File: src/rtl/serial_subtractor.sv
// Bit-serial subtractor: computes a - b - bin one bit per clock, LSB first.
// A start in IDLE or DONE latches the operands; RUN lasts WIDTH cycles and
// DONE presents a one-cycle done pulse. diff/bout change only on entry to DONE
// and hold the last completed result otherwise.
module serial_subtractor #(
    parameter int WIDTH = 8
) (
    input  logic             clk,
    input  logic             rst,
    input  logic             start,
    input  logic [WIDTH-1:0] a,
    input  logic [WIDTH-1:0] b,
    input  logic             bin,
    output logic             busy,
    output logic             done,
    output logic [WIDTH-1:0] diff,
    output logic             bout
);

    localparam int CW = (WIDTH > 1) ? $clog2(WIDTH) : 1;

    typedef enum logic [1:0] {
        IDLE = 2'd0,
        RUN  = 2'd1,
        DONE = 2'd2
    } state_t;

    state_t           state_r;
    state_t           next_state_s;
    logic [WIDTH-1:0] a_r;
    logic [WIDTH-1:0] b_r;
    logic             br_r;
    logic [CW-1:0]    cnt_r;
    logic [WIDTH-1:0] res_r;
    logic [WIDTH-1:0] diff_r;
    logic             bout_r;
    logic             busy_r;
    logic             done_r;
    logic             busy_s;
    logic             done_s;
    logic             accept_s;
    logic             last_bit_s;
    logic [1:0]       bit_s;

    // One full-subtractor cell: returns {borrow_out, difference_bit}.
    function automatic logic [1:0] sub_bit(input logic x, input logic y, input logic br);
        logic d;
        logic br_next;
        d       = x ^ y ^ br;
        br_next = (~x & y) | (~(x ^ y) & br);
        return {br_next, d};
    endfunction

    // Acceptance, last-bit detection and the current bit's subtraction.
    always_comb begin
        accept_s   = start && ((state_r == IDLE) || (state_r == DONE));
        last_bit_s = (cnt_r == CW'(WIDTH - 1));
        bit_s      = sub_bit(a_r[cnt_r], b_r[cnt_r], br_r);
    end

    // State register.
    always_ff @(posedge clk) begin
        if (rst) begin
            state_r <= IDLE;
        end else begin
            state_r <= next_state_s;
        end
    end

    // Next-state logic; start is ignored while in RUN.
    always_comb begin
        next_state_s = state_r;
        case (state_r)
            IDLE: begin
                if (start) begin
                    next_state_s = RUN;
                end else begin
                    next_state_s = IDLE;
                end
            end
            RUN: begin
                if (last_bit_s) begin
                    next_state_s = DONE;
                end else begin
                    next_state_s = RUN;
                end
            end
            DONE: begin
                if (start) begin
                    next_state_s = RUN;
                end else begin
                    next_state_s = IDLE;
                end
            end
            default: begin
                next_state_s = IDLE;
            end
        endcase
    end

    // Output decode from the upcoming state so busy/done can be registered.
    always_comb begin
        busy_s = 1'b0;
        done_s = 1'b0;
        case (next_state_s)
            RUN:     busy_s = 1'b1;
            DONE:    done_s = 1'b1;
            default: begin
                busy_s = 1'b0;
                done_s = 1'b0;
            end
        endcase
    end

    // Registered status outputs.
    always_ff @(posedge clk) begin
        if (rst) begin
            busy_r <= 1'b0;
            done_r <= 1'b0;
        end else begin
            busy_r <= busy_s;
            done_r <= done_s;
        end
    end

    // Operand latch, bit counter, running borrow and partial result shifter.
    always_ff @(posedge clk) begin
        if (rst) begin
            a_r   <= '0;
            b_r   <= '0;
            br_r  <= 1'b0;
            cnt_r <= '0;
            res_r <= '0;
        end else if (accept_s) begin
            a_r   <= a;
            b_r   <= b;
            br_r  <= bin;
            cnt_r <= '0;
            res_r <= '0;
        end else if (state_r == RUN) begin
            br_r  <= bit_s[1];
            res_r <= {bit_s[0], res_r[WIDTH-1:1]};
            if (!last_bit_s) begin
                cnt_r <= cnt_r + CW'(1);
            end else begin
                cnt_r <= cnt_r;
            end
        end else begin
            br_r  <= br_r;
            cnt_r <= cnt_r;
        end
    end

    // Result registers: updated only on the transition into DONE.
    always_ff @(posedge clk) begin
        if (rst) begin
            diff_r <= '0;
            bout_r <= 1'b0;
        end else if ((state_r == RUN) && last_bit_s) begin
            diff_r <= {bit_s[0], res_r[WIDTH-1:1]};
            bout_r <= bit_s[1];
        end else begin
            diff_r <= diff_r;
            bout_r <= bout_r;
        end
    end

    assign busy = busy_r;
    assign done = done_r;
    assign diff = diff_r;
    assign bout = bout_r;

endmodule

File: config.mk
export PLATFORM = sky130hd
export DESIGN_NAME = serial_subtractor
export DESIGN_NICKNAME = d
export VERILOG_FILES = /design/src/rtl/serial_subtractor.sv
export SDC_FILE = /design/constraint.sdc
export NUM_CORES = 1
export LEC_CHECK = 0
export CAP_MARGIN = 10
export CORE_MARGIN = 3
export CORE_UTILIZATION = 53
export DETAILED_ROUTE_END_ITERATION = 8
export PLACE_DENSITY_LB_ADDON = 0.08
export SYNTH_ARGS = -nofsm -noshare
export SYNTH_HDL_FRONTEND = slang
export SYNTH_SLANG_ARGS = --single-unit
File: constraint.sdc
create_clock -name clk -period 4.5 [get_ports clk]
set_input_delay 1.35 -clock clk [delete_from_list [all_inputs] [get_ports clk]]
set_output_delay 1.35 -clock clk [all_outputs]
set_load 0.05 [all_outputs]
# After elaboration in Yosys (flattened, before gate mapping)
# Index checks and enable logic that the tools add are counted.
# Widths: inputs -> output; s select.
word_totals:
  ff_bits: 41
  in_bits: 20
  out_inout_bits: 11
  wordCells: 44
classes:
  addsub: 1
  magnitude_cmp: 1
  eq_ne: 5
  mux: 11
  bitwise: 8
  n_reduce_logical: 8
ops:
  columns: ["op", "n"]
  rows:
  - ["$mux 1", 7]
  - ["$bmux 1 s3", 2]
  - ["$eq 2x1->1 const B", 2]
  - ["$eq 2x2->1 const B", 2]
  - ["$lt 3x4->1 const B", 1]
  - ["$pmux 2 s2", 1]
  - ["$reduce_or 2->1", 2]
  - ["$add 3x1->3 const B", 1]
  - ["$eq 3x3->1 const B", 1]
  - ["$not 1->1", 3]
  - ["$and 1x1->1", 2]
  - ["$logic_and 1x1->1", 2]
  - ["$logic_not 2->1", 1]
  - ["$mux 2", 1]
  - ["$reduce_and 2->1", 1]
  - ["$reduce_bool 2->1", 1]
  - ["$xor 1x1->1", 2]
  - ["$logic_or 1x1->1", 1]
  - ["$or 1x1->1", 1]

# Longest topological paths before layout
# Gate-level depths: netlist of the first run.
logic_depth:
  depth_word: 8
  depth_mapped: 6
  mapped_depth_nobuf: 5

# Worst setup path after synthesis of the first run
# Ideal clock, no wire load.
synth_path:
  path_type: "input port to flip-flop"
  from: "input start"
  to: "register a_r[0]"
  setup_time_ns: 0.071
  t_arrival_ns: 2.066
  required_ns: 4.429
  setup_slack_ns: 2.363
  path_stages: 5
  n_path_buf: 2
  path_cell_list: "nor2b_1 buf_2 clkbuf_1 nand2_1 a21oi_1"
synth_between:
  elab_chain_len: 1
synth_lines:
  columns: ["element", "line", "source"]
  rows:
  - ["start: declaration", "10", "input logic start,"]
  - ["$logic_and 1x1->1", "56", "accept_s = start && ((state_r == IDLE) || (state_r == DONE));"]
  - ["end signal: assignment", "129", "a_r <= '0;"]
  - ["end signal: assignment", "135", "a_r <= a;"]
  - ["end: declaration", "30", "logic [WIDTH-1:0] a_r;"]
# No other way between the ends.
# A chain may end at the register's enable or synchronous reset.

# Worst setup path in the final report of the first run
layout_path:
  from: "register bout_r (netlist: bout)"
  to: "output bout"
layout_rtl:
  columns: ["element", "line", "source"]
  rows:
  - ["start: declaration", "36", "logic bout_r;"]
  - ["start signal: assignment", "161", "bout_r <= bit_s[1];"]
  - ["start signal: assignment", "164", "bout_r <= bout_r;"]
  - ["end: declaration", "17", "output logic bout"]
# No word-level cell between the ends.

==> impl_metrics.xml, run 1 <==
<?xml version="1.0" encoding="UTF-8"?>
<metrics>
  <group name="grt">
    <metric name="antenna_violations_before_repair" unit="">0</metric>
    <metric name="global_route.usage.met2" unit="%">30.6</metric>
    <metric name="wire_length_of_the_first_global_routing_pass" unit="µm">4950</metric>
    <metric name="grt_overflow_total" unit="">0</metric>
    <metric name="use_met3" unit="%">6.60</metric>
    <metric name="groute.usage.overall" unit="%">18.4</metric>
    <metric name="grt_max_degree" unit="">20</metric>
    <metric name="globalRouteMet1Util" unit="%">20.8</metric>
    <metric name="number_of_global_route_vias_before_repair" unit="">1192</metric>
    <metric name="most_used_routing_layer" unit="">met2</metric>
  </group>
  <group name="routing">
    <metric name="drt-pass1-iter-count" unit="">4</metric>
    <metric name="antenna_violating_nets_post_route" unit="">0</metric>
    <metric name="drt_wl_total" unit="µm">2910</metric>
    <metric name="via_to_cell_ratio" unit="">5.31</metric>
    <metric name="first_iter_violations" unit="">42</metric>
    <metric name="avgRoutedWirePerCell" unit="µm">12.1</metric>
    <metric name="route.vias.total" unit="">1274</metric>
    <metric name="drt_drc_violations_left" unit="">0</metric>
  </group>
  <group name="flow_run">
    <metric name="maxCapViolCount" unit="">0</metric>
  </group>
  <group name="logic_synthesis">
    <metric name="synth-seq-cells" unit="">40</metric>
    <metric name="synth.distinct_cells" unit="">24</metric>
    <metric name="synthesis.yosys.warnings" unit="">0</metric>
    <metric name="yosysSeqAreaShare" unit="%">50.8</metric>
    <metric name="post-synth-top-area-fraction" unit="%">50.8</metric>
    <metric name="synth_compound_area_share" unit="%">12.5</metric>
    <metric name="netlist_top_cells_count" unit="">56 x nand2_1, 40 x dfxtp_1, 34 x a21oi_1</metric>
    <metric name="post_synth_inst_count" unit="">181</metric>
    <metric name="dominant_combinational_cell_family_by_area_after_synthesis" unit="">simple AND/OR/NAND/NOR gates</metric>
    <metric name="post_synthesis_async_set_or_reset_flop_share" unit="%">0</metric>
    <metric name="synth.most_common_cell" unit="">nand2_1</metric>
    <metric name="synthesis.nets" unit="">204</metric>
    <metric name="synthTopCellsByArea" unit="">dfxtp_1 51%, nand2_1 13%, a21oi_1 11%</metric>
    <metric name="yosys-mux-area-fraction" unit="%">8.02</metric>
    <metric name="syn_area" unit="µm²">1580</metric>
    <metric name="avgSynthCellArea" unit="µm²">8.70</metric>
    <metric name="yosys.area_share.adder" unit="%">2.86</metric>
    <metric name="synthSimpleGateAreaFrac" unit="%">20.8</metric>
    <metric name="synth-xor-area-share" unit="%">0.556</metric>
    <metric name="synth_ff_type" unit="">dfxtp_1</metric>
    <metric name="synth_largest_area_cell" unit="">dfxtp_1</metric>
    <metric name="synth-edff-count" unit="">0</metric>
  </group>
  <group name="cells_and_area">
    <metric name="num-fill-cells" unit="">265</metric>
    <metric name="insertedDiodeCount" unit="">0</metric>
    <metric name="final-seq-area" unit="µm²">801</metric>
    <metric name="final_design_area_no_fill" unit="µm²">1930</metric>
    <metric name="drive_above_1_share" unit="%">5.74</metric>
    <metric name="area_growth_syn_to_layout" unit="%">22.7</metric>
    <metric name="multi_input_combinational_cell_area" unit="µm²">706</metric>
    <metric name="layout.nets" unit="">231</metric>
  </group>
  <group name="min_path">
    <metric name="hp-start" unit="">a_r[0]</metric>
    <metric name="holdPathStages" unit="">2</metric>
    <metric name="hold_class" unit="">reg2reg</metric>
  </group>
  <group name="timing">
    <metric name="finalHoldViolations" unit="">0</metric>
    <metric name="post-route-period-util" unit="%">63.5</metric>
    <metric name="report.final.setup_viol" unit="">0</metric>
    <metric name="slew_at_the_pin_with_the_worst_max_slew_slack" unit="ns">0.631</metric>
    <metric name="layout_min_cycle_time" unit="ns">2.86</metric>
    <metric name="timing.setup.tns" unit="ns">0</metric>
    <metric name="rsz_0062_raised_after_global_routing" unit="">no</metric>
    <metric name="max_slew_violation_count" unit="">0</metric>
    <metric name="fin_skew" unit="ns">0.00909</metric>
    <metric name="max_slew_headroom_at_the_worst_pin" unit="%">57.9</metric>
    <metric name="fmax" unit="MHz">350</metric>
  </group>
  <group name="floorplanning">
    <metric name="num_rows" unit="">19</metric>
    <metric name="fp.dieArea" unit="µm²">3660</metric>
    <metric name="i_o_pin_count" unit="">31</metric>
    <metric name="floorplan.core_area" unit="µm²">2810</metric>
    <metric name="start_util" unit="%">56.2</metric>
    <metric name="chipWidth" unit="µm">60.5</metric>
    <metric name="fp.dieH" unit="µm">60.5</metric>
  </group>
  <group name="power">
    <metric name="power.leakage" unit="nW">0.698</metric>
    <metric name="peakVddDrop" unit="V">0.000273</metric>
    <metric name="power.density_cell_area" unit="nW/µm²">328</metric>
  </group>
  <group name="clock_network">
    <metric name="clockRootBuffer" unit="">clkbuf_4</metric>
    <metric name="htree_levels" unit="">2</metric>
    <metric name="cts.repair_timing.setup_buffer_count" unit="">0</metric>
    <metric name="cts_resized" unit="">0</metric>
    <metric name="cts_max_path_buffers" unit="">2</metric>
    <metric name="clk_transition_reported_paths" unit="ns">0.12</metric>
    <metric name="cts_hold_repair.buffers" unit="">0</metric>
    <metric name="numCtsBuffers" unit="">5</metric>
    <metric name="clock_sinks" unit="">40</metric>
    <metric name="cts_tree" unit="">done</metric>
    <metric name="clkLatencyLatePin" unit="ns">0.35</metric>
  </group>
  <group name="setup_path">
    <metric name="critPathTopFamily" unit="">buffers and inverters</metric>
    <metric name="cp_data_arrival_time" unit="ns">1.51</metric>
    <metric name="buffer_and_inverter_count_on_the_worst_path" unit="">1</metric>
    <metric name="crit_path_end_kind" unit="">output port</metric>
    <metric name="crit_path_end" unit="">bout</metric>
    <metric name="timing.critical_path.from" unit="">bout</metric>
    <metric name="crit_path_max_fanout" unit="">2</metric>
    <metric name="worstReg2RegStart" unit="">cnt_r[0]</metric>
    <metric name="setup.worst_path.class" unit="">reg2out</metric>
    <metric name="cp_data_required_time" unit="ns">3.15</metric>
    <metric name="crit_slowest_cell" unit="">clkdlybuf4s50_1</metric>
    <metric name="critical_path.max_stage_delay" unit="ns">0.80</metric>
    <metric name="regToRegEndpoint" unit="">br_r</metric>
    <metric name="timing.critical_path.from_type" unit="">register</metric>
    <metric name="crit_chain" unit="">clkdlybuf4s50_1</metric>
    <metric name="r2r_slack" unit="ns">2.14</metric>
    <metric name="worst-path-stages" unit="">1</metric>
    <metric name="r2r.worst_path.cells" unit="">4</metric>
  </group>
  <group name="placed_design">
    <metric name="buffer_ports.inserted" unit="">30</metric>
    <metric name="gp_routability_congestion" unit="">0.752</metric>
    <metric name="dp_hpwl" unit="µm">2070</metric>
    <metric name="placed_cell_area" unit="µm²">1870</metric>
  </group>
  <group name="outcome">
    <metric name="outcome" unit="">completed</metric>
  </group>
</metrics>
## layer usage
metal | share of wire [%] | wire length, µm | vias up
met5 | 0 | 0 | -
met4 | 2.3 | 68 | 0
met3 | 5.1 | 148 | 8
met2 | 50 | 1450 | 33
met1 | 43 | 1250 | 572
li1 | - | - | 661
## worst min-delay path, cell delays in order (launching register included)
cell,delay (ns)
dfxtp_1,0.32
nand2_1,0.05
a21oi_1,0.05
## placed cells by master (no fill, tap or decap)
cell and n:
mux4_1 4, nand3_1 8, dfxtp_1 40, ha_1 2
nor3b_1 1, nor3_1 1, nand3b_1 1, nand2b_1 3
buf_4 3, nor2b_1 2, a21oi_1 34, clkbuf_8 1
o21ai_0 2, mux2_2 1, clkinv_2 2, xnor2_1 1
mux2i_1 1, inv_1 1, a2111oi_0 1, nor2_1 7
clkdlybuf4s50_1 30, clkbuf_4 5, nand2_1 56, a311oi_1 1
fa_1 1
## per-stage QoR
step	cells	utilization, %	worst slack, ns	hold slack (ns)	total power [W]
global placement	232	66.7	1.67	0.440	0.000452
floorplan	181	-	2.36	0.432	0.000428
finish	240	68.9	1.64	0.460	0.000633
CTS	240	68.9	1.62	0.461	0.000638
detailed placement	232	66.7	1.60	0.446	0.000455
global route	240	68.9	1.58	0.483	0.000665
## power by group
group	switching (W)	leakage [nW]	internal (W)
clock	0.000113	0.0380	0.0000744
sequential	0.00000766	0.326	0.000366
combinational	0.0000361	0.335	0.0000356
## sequential cells by signal, summed over array words and instances (netlist names)
name,cells
a_r,8
b_r,8
diff,8
res_r,7
cnt_r,3
state_r,2
bout,1
br_r,1
busy,1
done,1
## worst min-delay path by stage
| stage | end | slack (ns) |
|---|---|---|
| 2_1_floorplan | a_r[1] | 0.43 |
| 3_3_place_gp | a_r[3] | 0.44 |
| 3_5_place_dp | a_r[0] | 0.45 |
| 4_1_cts | a_r[3] | 0.46 |
| 5_1_grt | a_r[6] | 0.48 |
| 6_report | a_r[0] | 0.46 |
## logic make-up after synthesis
kind of cell	after synthesis
XOR/XNOR	1
AO/OA/AOI/OAI	38
adder cells (fa/ha/maj)	3
buffers and inverters	14
AND/OR/NAND/NOR	79
flip-flops	40
multiplexers	6
## cell type report
type / instances / share of cell area (%)
sequential: 40 / 41.4
multi-input combinational: 127 / 36.5
timing repair buffer: 33 / 16.7
clock buffer: 6 / 2.65
tap: 31 / 2.01
clock inverter: 2 / 0.518
inverter: 1 / 0.194
No activity file was read; power rests on OpenSTA's default activity.
==> run 2, diff against run 1 <==
CORE_UTILIZATION = 50   (was 53)
clock period = 3 ns   (was 4.5 ns; I/O delays follow)
==> run 2 against run 1 <==
Effect of this change: global-route usage shrank 0.88 points; largest power group unchanged; critical path type unchanged; critical path depth unchanged; final cell count up 5.0%; worst hold slack worse by 0.00073 ns; register-to-register slack lost 1.4 ns; sequential power rose by 50%; setup slack worse by 1.1 ns; flip-flop and latch count stayed put; combinational power rose by 55%.
==> impl_metrics.xml, run 2 (synthesis gave the netlist of run 1 again) <==
<?xml version="1.0" encoding="UTF-8"?>
<metrics>
  <group name="floorplanning">
    <metric name="floorplan.core_area" unit="µm²">2880</metric>
    <metric name="i_o_pin_count" unit="">31</metric>
    <metric name="fp.dieH" unit="µm">62.1</metric>
    <metric name="fp.dieArea" unit="µm²">3860</metric>
    <metric name="start_util" unit="%">54.8</metric>
    <metric name="chipWidth" unit="µm">62.1</metric>
    <metric name="num_rows" unit="">19</metric>
  </group>
  <group name="clock_network">
    <metric name="cts_resized" unit="">0</metric>
    <metric name="clockRootBuffer" unit="">clkbuf_4</metric>
    <metric name="clkLatencyLatePin" unit="ns">0.34</metric>
    <metric name="cts_tree" unit="">done</metric>
    <metric name="numCtsBuffers" unit="">5</metric>
    <metric name="clk_transition_reported_paths" unit="ns">0.11</metric>
    <metric name="cts_max_path_buffers" unit="">2</metric>
    <metric name="cts.repair_timing.setup_buffer_count" unit="">0</metric>
    <metric name="cts_hold_repair.buffers" unit="">0</metric>
    <metric name="htree_levels" unit="">2</metric>
    <metric name="clock_sinks" unit="">40</metric>
  </group>
  <group name="routing">
    <metric name="drt-pass1-iter-count" unit="">4</metric>
    <metric name="avgRoutedWirePerCell" unit="µm">12.4</metric>
    <metric name="route.vias.total" unit="">1304</metric>
    <metric name="antenna_violating_nets_post_route" unit="">0</metric>
    <metric name="via_to_cell_ratio" unit="">5.17</metric>
    <metric name="drt_wl_total" unit="µm">3120</metric>
    <metric name="drt_drc_violations_left" unit="">0</metric>
    <metric name="first_iter_violations" unit="">136</metric>
  </group>
  <group name="setup_path">
    <metric name="buffer_and_inverter_count_on_the_worst_path" unit="">1</metric>
    <metric name="cp_data_arrival_time" unit="ns">1.51</metric>
    <metric name="critPathTopFamily" unit="">buffers and inverters</metric>
    <metric name="r2r.worst_path.cells" unit="">4</metric>
    <metric name="crit_path_end_kind" unit="">output port</metric>
    <metric name="critical_path.max_stage_delay" unit="ns">0.81</metric>
    <metric name="crit_path_max_fanout" unit="">2</metric>
    <metric name="timing.critical_path.from" unit="">bout</metric>
    <metric name="crit_path_end" unit="">bout</metric>
    <metric name="timing.critical_path.from_type" unit="">register</metric>
    <metric name="regToRegEndpoint" unit="">br_r</metric>
    <metric name="r2r_slack" unit="ns">0.72</metric>
    <metric name="crit_slowest_cell" unit="">clkdlybuf4s50_1</metric>
    <metric name="cp_data_required_time" unit="ns">2.10</metric>
    <metric name="worstReg2RegStart" unit="">cnt_r[0]</metric>
    <metric name="crit_chain" unit="">clkdlybuf4s50_1</metric>
    <metric name="worst-path-stages" unit="">1</metric>
    <metric name="setup.worst_path.class" unit="">reg2out</metric>
  </group>
  <group name="power">
    <metric name="peakVddDrop" unit="V">0.000365</metric>
    <metric name="power.density_cell_area" unit="nW/µm²">491</metric>
    <metric name="power.leakage" unit="nW">0.707</metric>
  </group>
  <group name="cells_and_area">
    <metric name="final_core_util" unit="%">68.3</metric>
    <metric name="insertedDiodeCount" unit="">0</metric>
    <metric name="final_design_area_no_fill" unit="µm²">1970</metric>
    <metric name="layout.nets" unit="">233</metric>
    <metric name="area_growth_syn_to_layout" unit="%">24.8</metric>
    <metric name="most_frequent_standard_cell_in_the_layout_excluding_fill_and_tap_cells" unit="">nand2_1</metric>
    <metric name="layout.cells.most_common_list" unit="">56 x nand2_1, 40 x dfxtp_1, 34 x a21oi_1, 30 x clkdlybuf4s50_1, 8 x nand3_1</metric>
    <metric name="drive_above_1_share" unit="%">6.19</metric>
  </group>
  <group name="grt">
    <metric name="grt_overflow_total" unit="">0</metric>
    <metric name="antenna_violations_before_repair" unit="">0</metric>
    <metric name="wire_length_of_the_first_global_routing_pass" unit="µm">5540</metric>
    <metric name="grt_max_degree" unit="">19</metric>
    <metric name="groute.usage.overall" unit="%">17.6</metric>
    <metric name="number_of_global_route_vias_before_repair" unit="">1289</metric>
  </group>
  <group name="timing">
    <metric name="layout_min_cycle_time" unit="ns">2.41</metric>
    <metric name="fin_skew" unit="ns">0.00394</metric>
    <metric name="post-route-period-util" unit="%">80.3</metric>
    <metric name="finalHoldViolations" unit="">0</metric>
    <metric name="report.final.setup_viol" unit="">0</metric>
    <metric name="rsz_0062_raised_after_global_routing" unit="">no</metric>
    <metric name="fmax" unit="MHz">415</metric>
    <metric name="max_slew_headroom_at_the_worst_pin" unit="%">58.4</metric>
    <metric name="slew_at_the_pin_with_the_worst_max_slew_slack" unit="ns">0.623</metric>
    <metric name="timing.setup.tns" unit="ns">0</metric>
    <metric name="max_slew_violation_count" unit="">0</metric>
  </group>
  <group name="outcome">
    <metric name="outcome" unit="">completed</metric>
  </group>
  <group name="placed_design">
    <metric name="dp_hpwl" unit="µm">2340</metric>
    <metric name="buffer_ports.inserted" unit="">30</metric>
    <metric name="placed_cell_area" unit="µm²">1900</metric>
    <metric name="gp_routability_congestion" unit="">0.771</metric>
  </group>
  <group name="min_path">
    <metric name="hold_class" unit="">reg2reg</metric>
  </group>
  <group name="flow_run">
    <metric name="maxCapViolCount" unit="">0</metric>
  </group>
</metrics>
[run 2: cell count changes in the layout (fill, tap and decap cells not counted)]
cell and delta:
buf_4 +2, clkinv_2 -2, clkbuf_8 +1
[run 2: worst min-delay path by stage]
stage | from | to | slack, ns | depth (start not counted)
floorplan | a_r[1] | a_r[1] | 0.43 | 2
global placement | a_r[0] | a_r[0] | 0.44 | 2
detailed placement | diff[5] | diff[5] | 0.45 | 2
CTS | diff[5] | diff[5] | 0.46 | 2
global route | a_r[2] | a_r[2] | 0.49 | 2
finish | diff[6] | diff[6] | 0.46 | 2
[run 2: cell type report]
type	count	area (µm²)
flip-flops and latches	40	801
fillers	254	911
repair buffers	35	338
clock buffers	7	65.1
multi-input cells	127	706
inverters	1	3.75
well taps	42	52.6
[run 2: power breakdown]
part	total, W	switching [W]	internal [W]
clock	0.000293	0.000161	0.000133
sequential	0.000562	0.0000120	0.000550
combinational	0.000111	0.0000556	0.0000551
[run 2: worst reg2reg max path: stages, from the launching register on]
cell,delay [ns]
dfxtp_1,0.49
mux4_1,0.60
mux2_2,0.30
fa_1,0.43
a2111oi_0,0.35
[run 2: stage by stage]
step           instances  total power [W]  setup slack, ns  hold slack, ns
2_1_floorplan        181         0.000642            0.904           0.432
3_3_place_gp         245         0.000681            0.819           0.440
3_5_place_dp         245         0.000686            0.721           0.447
4_1_cts              252         0.000974            0.568           0.462
5_1_grt              252          0.00101            0.529           0.490
6_report             252         0.000966            0.590           0.459
[run 2: layer usage]
layer | vias up | GRT usage (%) | wire length, µm | part of all wire, %
met1 | 600 | 20.0 | 1340 | 43
met2 | 34 | 30.8 | 1610 | 52
met5 | - | 0 | 0 | 0
met3 | 3 | 4.86 | 146 | 4.7
li1 | 667 | - | - | -
met4 | 0 | 7.46 | 30 | 0.96
==> edit 1 (config.mk and constraints of run 2) <==
The parameter `WIDTH` goes from 8 to 16.
--- a/src/rtl/serial_subtractor.sv
+++ b/src/rtl/serial_subtractor.sv
@@ -3,7 +3,7 @@
 // DONE presents a one-cycle done pulse. diff/bout change only on entry to DONE
 // and hold the last completed result otherwise.
 module serial_subtractor #(
-    parameter int WIDTH = 8
+    parameter int WIDTH = 16
 ) (
     input  logic             clk,
     input  logic             rst,
Ports: changed (resized a, b and diff); port bits go from 31 to 55. The function was not compared with the original's and may differ.
==> edit 1 against run 2 <==
Sequential cell count rose by 33. Synthesized cell count rose by 88%. Area after synthesis rose by 81%. Routed wire length rose by 81%. Final area rose by 85%. Power rose by 130%. Setup slack improved by 5.4 ps. Via count rose by 81%. Register-to-register slack got worse by 70 ps.
==> edit 1: results (changes against run 2) <==
[status]
status = finished clean

[placement]
hpwl_mm = 3.71  ; +59%
placed_cell_area_mm2 = 0.00339  ; +78%
gp_congestion = 0.802  ; +4.0%
place.port_buffers = 54  ; +80%
pre_cts_ws_ps = 636  ; -84.5 ps

[synthesis]
synth_area_leaders = dfxtp_1, nand2_1, a21oi_1
ys_seq_area_frac = 0.512  ; +0.00349
ys_types = 30  ; +25%
synth_commonest_cells = nand2_1, dfxtp_1, a21oi_1
synth_fp_nets = 379  ; +86%
yosysTopAreaCellShare = 0.512  ; +0.00349

[cells_and_area]
layout-drive-gt1-share = 0.0694  ; +0.00750
nets = 423  ; +82%

[routing]
postRouteWirelength_mm = 5.66  ; +81%
drt_iter0_markers = 89  ; -35%
viasPerCell = 5.14  ; -0.76%

[clock_tree]
clock_path_buffers = 2  ; unchanged
path_clk_slew_ps = 70  ; -40 ps
numCtsBuffers = 9  ; +4
h-tree-depth = 3  ; +1
root_buffer = clkbuf_8

[timing]
final.setup_skew_ps = 10.6  ; +6.68 ps
worst_pin_slew_ps = 712  ; +89.5 ps

[power_and_ir_drop]
power_leakage_nw = 1.28  ; +81%
peakVddDrop_mv = 0.506  ; +38%

[setup_path]
critPathBufInv = 1  ; unchanged

[global_route]
grt_pass1_wl_mm = 9.80  ; +77%
grt_pass1_vias = 2243  ; +74%
grt.total_usage = 0.192  ; +0.0162
grt_max_degree = 55  ; +36

[hold_path]
holdCritStartpoint = b_r[14]

[edit 1: path summary, 6_finish.rpt]
kind / endpoint / slack, ps / cells after the start
worst min register to register: b_r[14] / 450 / 2
worst max register to register: res_r[15] / 650 / 7
worst min-delay path: b_r[14] / 450 / 2
worst max-delay path: bout / 600 / 1
[edit 1: per-layer routing]
metal / GRT usage / part of all wire
met1: 0.209 / 0.44
met2: 0.345 / 0.50
met3: 0.0724 / 0.047
met4: 0.0541 / 0.010
met5: 0 / 0
[edit 1: through the flow]
step                cells   util  hold slack [ps]
CTS                   459  0.688              454
floorplan             341      -              432
global placement      444  0.639              437
global route          459  0.688              463
detailed placement    444  0.639              445
finish                459  0.688              453
[edit 1: power by group]
part           switching, W  leakage [nW]  internal [W]  total, W
registers         0.0000205         0.594       0.00100   0.00102
clock network      0.000347         0.127      0.000634  0.000981
logic             0.0000927         0.557     0.0000883  0.000181
[edit 1: cells by family (layout without fill, tap and decap cells)]
logic type	Yosys count	count (layout)	share of synthesized area
AOI/OAI and AO/OA	78	78	0.145
xor gates and xnor gates	2	2	0.00614
adders and majority gates	2	2	0.0114
buffers and inverters	27	75	0.0464
DFF	73	73	0.512
muxes	12	12	0.0723
and+or+nand+nor	147	147	0.207
[edit 1: layout make-up]
cell class / count / area, um^2
Fill cell: 453 / 1660
Sequential cell: 73 / 1460
Multi-Input combinational cell: 241 / 1260
Timing Repair Buffer: 59 / 573
Clock inverter: 5 / 129
Clock buffer: 10 / 128
Tap cell: 70 / 87.6
Inverter: 1 / 3.75
==> edit 2 (flow settings as in run 2) <==
Without the edit above. Register the input `b` before use. The logic sees it one clock later. The other inputs are not delayed to match.
--- a/src/rtl/serial_subtractor.sv
+++ b/src/rtl/serial_subtractor.sv
@@ -24,6 +24,12 @@
         RUN  = 2'd1,
         DONE = 2'd2
     } state_t;
+
+    logic [WIDTH-1:0] b_q;
+
+    always_ff @(posedge clk) begin
+        b_q <= b;
+    end
 
     state_t           state_r;
     state_t           next_state_s;
@@ -133,7 +139,7 @@
             res_r <= '0;
         end else if (accept_s) begin
             a_r   <= a;
-            b_r   <= b;
+            b_r   <= b_q;
             br_r  <= bin;
             cnt_r <= '0;
             res_r <= '0;
Behaviour: not the same (Yosys sat finds a counterexample within 10 cycles, from zero or initial values and one cycle with rst high).
==> edit 2 against run 2 <==
Setup slack got worse by 37 ps. Area after synthesis grew 10%. Register-to-register slack worse by 20 ps. First-iteration DRC count decreased by 68%. Final area rose by 8.3%. Sequential cell count rose by 8. Critical endpoint is now diff[2]. Highest routed layer unchanged. Power grew 14%. Routed wire length increased by 3.5%.
==> edit 2: results (changes against run 2) <==
[synthesis]
ys_seq_area_frac = 0.554  ; +0.0454
synth_fp_nets = 212  ; +3.9%
synth_commonest_cells = nand2_1, dfxtp_1, a21oi_1
ys_types = 25  ; +4.2%
synthXorXnorAreaFrac = 0.00505  ; -0.000513
synth_compound_area_frac = 0.114  ; -0.0116
muxShareOfSynthArea = 0.0728  ; -0.00740

[clock_tree]
insertion_delay_ps = 360  ; +20 ps
numCtsBuffers = 5  ; unchanged

[global_route]
grt_pass1_wl_mm = 5.57  ; +0.51%
grt.total_usage = 0.173  ; -0.00293

[cells_and_area]
fillCellCount = 269  ; +5.9%
nets = 241  ; +3.4%
layout-drive-gt1-share = 0.0639  ; +0.00202
final_cells = 263  ; +4.4%

[setup_path]
arrival_ps = 1550  ; +40 ps

[timing]
final.setup_skew_ps = 12.0  ; +8.08 ps
worst_pin_slew_ps = 568  ; -55.2 ps

[placement]
hpwl_mm = 2.33  ; -0.16%
gp_congestion = 0.741  ; -3.9%

[power_and_ir_drop]
power_leakage_nw = 0.768  ; +8.6%
peakVddDrop_mv = 0.416  ; +14%
finalPower_w = 0.00110  ; +14%

[routing]
wl_per_cell_um = 12.3  ; -0.84%

[status]
status = finished clean

edit 2: cell type report:
class | count | area share
Clock inverter | 2 | 0.00705
Clock buffer | 6 | 0.0241
Sequential cell | 48 | 0.451
Inverter | 1 | 0.00176
Multi-Input combinational cell | 127 | 0.331
Tap cell | 44 | 0.0259
Timing Repair Buffer | 35 | 0.159
edit 2: where the power goes:
part           internal (W)  switching, W
Clock              0.000114      0.000200
Combinational     0.0000549     0.0000549
Sequential         0.000662     0.0000137
Total              0.000831      0.000269
edit 2: path summary, 6_finish.rpt:
kind,startpoint,to,slack (ps)
max,diff[2],diff[2],550
min,b_q[0],b_r[0],430
max reg2reg,cnt_r[0],br_r,700
min reg2reg,b_q[0],b_r[0],430
edit 2: worst min-delay path, cell delays in order (launching register included):
cell and delay (ps):
dfxtp_1 320, nand2_1 50, a21oi_1 50
edit 2: routing by layer:
layer  vias up  part of all wire  track usage
li1        689                 -            -
met1       612              0.47        0.221
met2        40              0.45        0.271
met3         4             0.064       0.0572
met4         0             0.016       0.0633
met5         -                 0            0
